### src/rtl/multi_edge_detector.sv
// Multi-channel edge detector: synchroniser, level-tracking FSM, stretched pulses, sticky flags, irq.
// Latency: pulse_o/event_o one cycle after the synchronised level changes; irq_o one cycle later.
module multi_edge_detector #(
   parameter int CHANNELS     = 8,
   parameter int SYNC_STAGES  = 2,
   parameter int PULSE_CYCLES = 1
) (
   input  logic                  clk_i,
   input  logic                  rst_i,
   input  logic [CHANNELS-1:0]   signal_i,
   input  logic [2*CHANNELS-1:0] mode_i,
   input  logic [CHANNELS-1:0]   clear_i,
   output logic [CHANNELS-1:0]   level_o,
   output logic [CHANNELS-1:0]   pulse_o,
   output logic [CHANNELS-1:0]   event_o,
   output logic                  irq_o
);

   localparam int PW = $clog2(PULSE_CYCLES + 1);
   localparam int WW = (SYNC_STAGES > 0) ? $clog2(SYNC_STAGES + 1) : 1;

   typedef enum logic [1:0] {
      ST_INIT = 2'd0,
      ST_LOW  = 2'd1,
      ST_HIGH = 2'd2
   } state_t;

   logic [CHANNELS-1:0] sync;
   logic [WW-1:0]       warm_cnt;
   logic                warm_done;

   generate
      if (SYNC_STAGES == 0) begin : g_nosync
         assign sync = signal_i;
      end else begin : g_sync
         logic [CHANNELS-1:0] sync_q [SYNC_STAGES];

         always_ff @(posedge clk_i) begin
            if (rst_i) begin
               for (int i = 0; i < SYNC_STAGES; i++) sync_q[i] <= '0;
            end else begin
               sync_q[0] <= signal_i;
               for (int i = 1; i < SYNC_STAGES; i++) sync_q[i] <= sync_q[i-1];
            end
         end

         assign sync = sync_q[SYNC_STAGES-1];
      end
   endgenerate

   // FSMs stay in INIT until the synchroniser has flushed its reset zeros.
   assign warm_done = (warm_cnt == WW'(SYNC_STAGES));

   always_ff @(posedge clk_i) begin
      if (rst_i) begin
         warm_cnt <= '0;
      end else if (!warm_done) begin
         warm_cnt <= warm_cnt + WW'(1);
      end
   end

   always_ff @(posedge clk_i) begin
      if (rst_i) begin
         level_o <= '0;
         irq_o   <= 1'b0;
      end else begin
         level_o <= sync;
         irq_o   <= |event_o;
      end
   end

   generate
      for (genvar c = 0; c < CHANNELS; c++) begin : g_ch
         state_t        state;
         logic [PW-1:0] stretch_cnt;
         logic          event_q;
         logic          rise;
         logic          fall;
         logic          qual;

         always_comb begin
            rise = (state == ST_LOW)  &&  sync[c];
            fall = (state == ST_HIGH) && !sync[c];
            qual = (rise && mode_i[2*c]) || (fall && mode_i[2*c+1]);
         end

         // Level tracking runs in every mode so a mode change cannot create an edge.
         always_ff @(posedge clk_i) begin
            if (rst_i) begin
               state <= ST_INIT;
            end else begin
               case (state)
                  ST_INIT: if (warm_done) state <= sync[c] ? ST_HIGH : ST_LOW;
                  ST_LOW:  if (sync[c])   state <= ST_HIGH;
                  ST_HIGH: if (!sync[c])  state <= ST_LOW;
                  default:                state <= ST_INIT;
               endcase
            end
         end

         always_ff @(posedge clk_i) begin
            if (rst_i) begin
               stretch_cnt <= '0;
            end else if (qual) begin
               stretch_cnt <= PW'(PULSE_CYCLES);
            end else if (stretch_cnt != '0) begin
               stretch_cnt <= stretch_cnt - PW'(1);
            end
         end

         // A new edge outranks a simultaneous clear so no event is lost.
         always_ff @(posedge clk_i) begin
            if (rst_i) begin
               event_q <= 1'b0;
            end else begin
               event_q <= qual | (event_q & ~clear_i[c]);
            end
         end

         assign pulse_o[c] = (stretch_cnt != '0);
         assign event_o[c] = event_q;
      end
   endgenerate

endmodule

### config.mk
export PLATFORM = sky130hd
export DESIGN_NAME = multi_edge_detector
export DESIGN_NICKNAME = d
export VERILOG_FILES = /design/src/rtl/multi_edge_detector.sv
export SDC_FILE = /design/constraint.sdc
export NUM_CORES = 1
export LEC_CHECK = 0
export CORE_MARGIN = 5
export CORE_UTILIZATION = 40
export CTS_CLUSTER_SIZE = 25
export DETAILED_ROUTE_END_ITERATION = 10
export PLACE_DENSITY = 0.68
export SETUP_SLACK_MARGIN = 0.5
export SLEW_MARGIN = 20
export SYNTH_ARGS = -nofsm -noshare
export SYNTH_HDL_FRONTEND = slang
export SYNTH_SLANG_ARGS = --single-unit
export TNS_END_PERCENT = 30
### constraint.sdc
create_clock -name clk_i -period 1.5 [get_ports clk_i]
set_clock_uncertainty 0.05 [all_clocks]
set_input_delay 0.225 -clock clk_i [delete_from_list [all_inputs] [get_ports clk_i]]
set_output_delay 0.225 -clock clk_i [all_outputs]
set_load 0.01 [all_outputs]
After elaboration in Yosys (flattened, before gate mapping)
Memory sizes are Yosys's and may differ from the RTL's.
Cells that the tools add are included.

storage, ports and cells
  memory bits (writable) = 16
  output and inout port bits = 25
  word-level logic and storage cells = 230
  bits in registers = 43
  memories kept = 1

memories
  name           depth  width  read ports  clocked after memory_dff  wr ports  line  RTL
  g_sync.sync_q  2      8      2           0                         2         36    logic [CHANNELS-1:0] sync_q [SYNC_STAGES];

cells by class
  reduce and logical (&&, ||, !) cells = 65
  $add $sub $neg = 9
  mux-type cells = 61
  bitwise gates (word level) = 26
  eq/ne operators = 41

operators by type and width
  kind                                           count
  two-way mux 2 bit                              32
  inequality test 2 bit, second input constant   24
  one-hot mux 2 bit (3 select lines)             8
  logical AND 1 bit                              32
  AND reduction 3 bit                            8
  two-way mux 1 bit                              19
  == test 2 bit, second input constant           9
  == test 2 x 1 -> 1 bit, second input constant  8
  zero test 2 bit                                8
  two-way mux 8 bit                              2
  bitwise OR 1 bit                               10
  bitwise AND 1 bit                              8
  zero test 1 bit                                8
  logical OR 1 bit                               8
  NOT 1 bit                                      8
  OR reduction 8 bit                             1
  subtractor 1 bit, second input constant        8
  adder 2 x 1 -> 2 bit, second input constant    1

Depth between registers and ports, before layout
Gate-level depths: netlist of run 1.

  depth in word-level cells = 5
  depth in mapped cells = 5

Least setup slack after synthesis of run 1
OpenSTA, ideal clock, no wires.

  kind = reg-to-reg
  start = register warm_cnt[0]
  end = register g_ch[2].state[1]
  stages on the path, launching flop included = 6
  arrival = 1.134 ns
  slack = 0.201 ns
  required time = 1.334 ns
  cell sequence = dfxtp_1 inv_1 ha_1 buf_6 nor3_4 and3b_1

between the ends
  longest elaborated chain between the ends = 3

RTL lines
  what                             line  RTL
  start, declared                  29    logic [WW-1:0] warm_cnt;
  start signal, assigned           58    warm_cnt <= warm_cnt + WW'(1);
  == test 2 bit                    52    assign warm_done = (warm_cnt == WW'(SYNC_STAGES));
  inequality test 2 bit (no line)  n/a
  AND reduction 3 bit (no line)    n/a
  end signal, assigned             93    ST_INIT: if (warm_done) state <= sync[c] ? ST_HIGH : ST_LOW;
  end, declared                    74    state_t state;

Every way passes these cells.
A chain may end at the register's enable or synchronous reset.

Worst setup path in the final report of run 1
  start = register warm_cnt[0]
  end = register g_ch[5].state[1]

between the ends
  longest elaborated chain between the ends = 3

RTL lines
  what                             line
  == test 2 bit                    52
  inequality test 2 bit (no line)  n/a
  AND reduction 3 bit (no line)    n/a
  end signal, assigned             93
  end, declared                    74

Every way passes these cells.

==> results.sh, run 1 <==
export IMPL_drive_above_1_share=0.2794
export IMPL_worstPathArrival_ns=1.34
export IMPL_r2r_cells=4
export IMPL_rows=27
export IMPL_core_sq_um=5507
export IMPL_globalRoute_totalOverflow=0
export IMPL_h_tree_depth=3
export IMPL_status="finished clean"
export IMPL_grt_max_degree=17
export IMPL_setup_worst_path_start="warm_cnt[0]"
export IMPL_final_hold_viol_count=0
export IMPL_finalCoreUtilization=0.5521
export IMPL_die_y_um=85.29
export IMPL_setup_tns_ns=0
export IMPL_grtUsageTotal=0.1206
export IMPL_cts_buffers=9
export IMPL_r2r_start="warm_cnt[0]"
export IMPL_crit_required_ns=1.67
export IMPL_max_cap_violations=0
export IMPL_worst_slew_pin_slew_ns=0.3635
export IMPL_synthCells=187
export IMPL_final_common_cell="dfxtp_1"
export IMPL_max_stage_delay_ns=0.34
export IMPL_grt_pass1_vias=1499
export IMPL_reg2reg_to="g_ch[5].state[1]"
export IMPL_critPathKind="register to register"
export IMPL_path_clk_slew_ns=0.06
export IMPL_synth_area_sq_um=2267
export IMPL_vias=1461
export IMPL_crit_path_top_delay_cell="dfxtp_2"
export IMPL_dp_hpwl_mm=2.885
export IMPL_ys_seq_area_frac=0.5210
export IMPL_cts_sinks=59
export IMPL_netSwitchingPower_mw=1.023
export IMPL_seq_power_share=0.477
export IMPL_vdd_ir_drop_max_uv=531.3
export IMPL_vias_per_cell=4.580
export IMPL_die_w_um=85.29
export IMPL_power_internal_mw=2.880
export IMPL_setup_viol=0
export IMPL_die_area_sq_um=7274
export IMPL_crit_path_end="g_ch[5].state[1]"
export IMPL_grt_pass1_wl_mm=6.775
export IMPL_rsz0062_at_grt="yes"
export IMPL_avgSynthCellArea_sq_um=12.12
export IMPL_grt_antenna_before_repair=0
export IMPL_avgRoutedWirePerCell_um=12.39
export IMPL_final_cell_mix="46 x dfxtp_1, 32 x clkdlybuf4s50_1, 23 x nor2b_1"
export IMPL_drcViolationCount=0
export IMPL_rrSetupSlack_ns=0.34
export IMPL_syn2layout_area_growth_pct=34.11
export IMPL_final_max_slew_viol_count=0
export IMPL_dr_pass1_iters=4
export IMPL_dpl_cell_area_sq_um=2829
export IMPL_finalCritPeriodShare=0.7765
export IMPL_initial_core_util=0.4117
export IMPL_synth_cell_type_count=25
export IMPL_p_leak_nw=1.211
export IMPL_cts_tree="yes"
export IMPL_drtIter0Drc=26
export IMPL_power_density_nw_per_um2=1284
export IMPL_p_sw_frac=0.2622
export IMPL_critPathMaxFanout=11
export IMPL_io_buffers=58
export IMPL_design_area_sq_um=3040
export IMPL_min_period_ns=1.165
export IMPL_pin_count=59
export IMPL_wirelength_mm=3.953
export IMPL_clock_path_buffers=2
export IMPL_num_antenna_cells=0
export IMPL_p_clk_frac=0.315
export IMPL_combPwrFrac=0.208
export IMPL_crit_path_end_kind="register"
export IMPL_synth_fp_nets=222
export IMPL_hp_class="input pin to register"
export IMPL_clock_latency_ns=0.33
export IMPL_synth_warnings=0
export IMPL_slew_headroom=0.7554
export IMPL_synth_seq_cells=59
export IMPL_crit_path_start_kind="register"
export IMPL_fmax_ghz=0.8585
export IMPL_power_mw=3.904
export IMPL_postRouteAntennaNets=0
export IMPL_cp_cell_sequence="inv_2 > ha_4 > nor3_4 > and3b_1"
export IMPL_gp_congestion=0.7105
export IMPL_nets=277
export IMPL_root_buffer="clkbuf_8"
power by group through the flow:
stage | logic [mW] | clock network (mW) | registers [mW]
2_1_floorplan | 0.679 | 0 | 1.87
3_3_place_gp | 0.805 | 0 | 1.89
3_5_place_dp | 0.818 | 0 | 1.89
4_1_cts | 0.828 | 1.29 | 1.86
5_1_grt | 0.896 | 1.35 | 1.88
6_report | 0.810 | 1.23 | 1.86
cells by family after synthesis:
kind of cell               after synthesis  share of synthesized area
and+or+nand+nor                         85                     0.3449
DFF                                     59                     0.5210
buffers and inverters                   23                    0.08057
AOI/OAI and AO/OA                       18                    0.04415
xor gates and xnor gates                 1                   0.003864
adders and majority gates                1                   0.005518
worst max-delay path, delay by kind of cell, from the launching register on:
kind / cells / cell delay, ns
DFF: 1 / 0.34
and+or+nand+nor: 2 / 0.39
adders and majority gates: 1 / 0.24
buffers and inverters: 1 / 0.04
registers in the layout, indices dropped and copies added (netlist names):
name	cells
irq_o	1
g_ch.event_q	8
g_ch.state	16
level_o	8
g_sync.sync_q	16
g_ch.stretch_cnt	8
warm_cnt	2
final cells by class:
type	count	area, sq um
fillers	482	2466
clock buffers	14	162.7
repair buffers	66	643.1
inverters	1	3.754
clock inverters	2	10.01
flip-flops and latches	59	1197
well taps	72	90.09
multi-input cells	105	933.4
how the worst min path moves through the flow:
stage | startpoint | to | slack (ns) | depth (start not counted)
2_1_floorplan | rst_i | level_o[0] | 0.25 | 1
3_3_place_gp | g_sync.sync_q[0][1] | g_sync.sync_q[0][9] | 0.37 | 1
3_5_place_dp | g_sync.sync_q[0][6] | g_sync.sync_q[0][14] | 0.38 | 1
4_1_cts | rst_i | g_sync.sync_q[0][2] | 0.22 | 2
5_1_grt | rst_i | g_sync.sync_q[0][2] | 0.23 | 2
6_report | rst_i | g_sync.sync_q[0][2] | 0.23 | 2
cells in the mapped netlist:
library cell / n / share of area
nor2b_1: 23 / 0.063
nor4b_2: 1 / 0.0066
nor4b_4: 7 / 0.073
buf_2: 2 / 0.0044
or2_0: 1 / 0.0028
a31oi_1: 8 / 0.022
inv_1: 1 / 0.0017
ha_1: 1 / 0.0055
and3b_1: 8 / 0.031
nor3_1: 1 / 0.0022
buf_8: 1 / 0.0066
xor2_1: 1 / 0.0039
nor2_1: 1 / 0.0017
buf_6: 3 / 0.015
nor3_2: 1 / 0.0044
a21oi_1: 10 / 0.022
nand4bb_1: 8 / 0.040
and2b_1: 1 / 0.0033
nand4b_1: 8 / 0.031
nor3_4: 6 / 0.043
dfxtp_1: 59 / 0.52
nand2b_1: 8 / 0.022
nor4_1: 2 / 0.0055
nand2_1: 9 / 0.015
buf_4: 16 / 0.053
routing by layer:
layer,vias up,track usage,share of wire,routed length (um)
met5,-,0,0,0
met4,0,0.07770,0.026,103
met3,10,0.04563,0.083,330
met2,45,0.1815,0.44,1750
met1,651,0.1433,0.45,1769
li1,755,-,-,-
through the flow:
stage	hold WS, ns	std cells	setup WS (ns)
6_report	0.2329	319	0.3352
5_1_grt	0.2333	319	0.2702
4_1_cts	0.2174	319	0.3216
3_5_place_dp	0.3782	300	0.2459
3_3_place_gp	0.3662	300	0.2694
2_1_floorplan	0.2543	187	0.3394
repair_timing:
item / 4_1_cts / 5_1_grt
pin swaps: 1 / 0
hold buffers: 0 / 0
gates resized for setup: 95 / 12
setup buffers: 3 / 0
endpoints found under the setup margin: 44 / 44
Power figures use the tool's default switching activity.
==> run 2, diff against run 1 <==
Settings changed: PLACE_DENSITY 0.68 to 0.7.
Clock period 1.5 ns to 1.05 ns, I/O delays scaled along.
==> run 2 against run 1 <==
The flow now finishes with violations (setup timing). Sequential power increased by 44%. Critical path depth increased by 1. Core utilization increased by 3.1 points. Setup slack got worse by 0.49 ns. Total power increased by 56%. Sequential share of layout area decreased by 1.5 points. Via count increased by 4.6%. Critical path type unchanged. Critical endpoint is now g_ch[3].state[1].
==> results.sh, run 2 (synthesis results as in run 1) <==
export IMPL_critPathKind="register to register"
export IMPL_hold_start="rst_i"
export IMPL_h_tree_depth=3
export IMPL_clock_latency_ns=0.32
export IMPL_rsz0062_at_grt="yes"
export IMPL_hp_class="input pin to register"
export IMPL_top_regs="g_ch.state: 16 flops, g_sync.sync_q: 16 flops"
export IMPL_grt_antenna_before_repair=0
export IMPL_syn2layout_area_growth_pct=41.72
export IMPL_pre_cts_slack_ns=-0.1377
export IMPL_vdd_ir_drop_max_uv=894.6
export IMPL_r2r_start="warm_cnt[0]"
export IMPL_rrSetupSlack_ns=-0.15
export IMPL_setup_viol=16
export IMPL_violations="setup timing"
export IMPL_drive_above_1_share=0.4131
export IMPL_critPathMaxFanout=6
export IMPL_final_common_cell="dfxtp_1"
export IMPL_slew_headroom=0.8540
export IMPL_rows=27
export IMPL_fmax_ghz=0.8304
export IMPL_r2r_cells=5
export IMPL_postRouteAntennaNets=0
export IMPL_gp_congestion=0.7381
export IMPL_nets=290
export IMPL_clock_path_buffers=2
export IMPL_die_w_um=85.29
export IMPL_reg2reg_to="g_ch[3].state[1]"
export IMPL_drtIter0Drc=44
export IMPL_grt_max_degree=29
export IMPL_hold_path_depth=2
export IMPL_final_hold_viol_count=0
export IMPL_die_area_sq_um=7274
export IMPL_root_buffer="clkbuf_8"
export IMPL_worst_slew_pin_slew_ns=0.2187
export IMPL_worstPathArrival_ns=1.37
export IMPL_drcViolationCount=0
export IMPL_holdPathEnd="level_o[2]"
export IMPL_min_period_ns=1.204
export IMPL_path_clk_slew_ns=0.06
export IMPL_finalCritPeriodShare=1.147
export IMPL_crit_path_start_kind="register"
export IMPL_final_cells=331
export IMPL_vias_per_cell=4.616
export IMPL_crit_path_end_kind="register"
export IMPL_grtUsageTotal=0.1177
export IMPL_cts_sinks=59
export IMPL_power_density_nw_per_um2=1894
export IMPL_p_leak_nw=1.324
export IMPL_globalRoute_totalOverflow=0
export IMPL_grt_pass1_vias=1545
export IMPL_num_antenna_cells=0
export IMPL_status="complete, but fails checks"
export IMPL_pin_count=59
export IMPL_grt_pass1_wl_mm=6.637
export IMPL_io_buffers=58
export IMPL_crit_required_ns=1.22
export IMPL_core_sq_um=5507
export IMPL_avgRoutedWirePerCell_um=12.52
export IMPL_final_max_slew_viol_count=0
export IMPL_vias=1528
export IMPL_max_cap_violations=0
export IMPL_placedCellCount=314
export IMPL_fin_ws_ns=-0.1542
export IMPL_die_y_um=85.29
export IMPL_initial_core_util=0.4117
export IMPL_wirelength_mm=4.145
export IMPL_dp_hpwl_mm=3.048
export IMPL_cts_tree="yes"
export IMPL_cts_buffers=9
export IMPL_dr_pass1_iters=4
export IMPL_final_cell_mix="35 x dfxtp_1, 32 x clkdlybuf4s50_1, 21 x nor2b_1, 21 x dfxtp_2, 21 x buf_6"
-- run 2: routing by layer --
layer  track usage  part of all wire
met5             0                 0
met4       0.04748             0.011
met3       0.06019             0.091
met2        0.1893              0.47
met1        0.1316              0.43
-- run 2: layout make-up --
cell class | count | area [sq um]
clock buffer | 12 | 145.1
clock inverter | 3 | 15.01
fill | 469 | 2293
inverter | 1 | 3.754
multi-input combinational | 105 | 980.9
sequential | 59 | 1219
tap | 72 | 90.09
timing repair buffer | 79 | 759.5
-- run 2: metrics by stage --
| step | cell area [sq um] | hold slack, ns | util | total power, mW | TNS (ns) |
|---|---|---|---|---|---|
| floorplan | 2302 | 0.1868 | - | 3.647 | -0.8286 |
| global placement | 2960 | 0.3677 | 0.5376 | 4.222 | -1.468 |
| detailed placement | 2960 | 0.3741 | 0.5376 | 4.271 | -1.847 |
| CTS | 3102 | 0.1631 | 0.5633 | 5.969 | -1.761 |
| global route | 3213 | 0.1683 | 0.5835 | 6.426 | -2.487 |
| finish | 3213 | 0.1709 | 0.5835 | 6.085 | -1.723 |
-- run 2: how the worst max path moves through the flow --
stage	endpoint	cells after the start	startpoint
CTS	g_ch[7].state[0]	6	warm_cnt[0]
floorplan	g_ch[2].state[1]	5	warm_cnt[0]
global placement	g_ch[3].state[1]	5	warm_cnt[0]
finish	g_ch[3].state[1]	5	warm_cnt[0]
global route	g_ch[3].state[1]	5	warm_cnt[0]
detailed placement	g_ch[2].state[1]	5	warm_cnt[0]
-- run 2: power by group --
part	total [mW]	leakage [nW]	switching, mW	internal [mW]
Sequential	2.67	0.493	0.219	2.45
Combinational	1.73	0.745	0.600	1.13
Clock	1.68	0.0860	0.790	0.895
-- run 2: worst max-delay path, cell delays in order, from the launching register on --
cell	delay, ns
dfxtp_2	0.33
inv_2	0.04
ha_4	0.18
buf_12	0.13
nor3_4	0.16
and3b_1	0.20
-- run 2: repair_timing --
| action | in CTS | in global routing |
|---|---|---|
| buffers inserted | 0 | 2 |
| pin swaps | 12 | 6 |
| resized for setup | 130 | 25 |
| hold buffers | 0 | 0 |
| endpoints found under the setup margin | 76 | 76 |
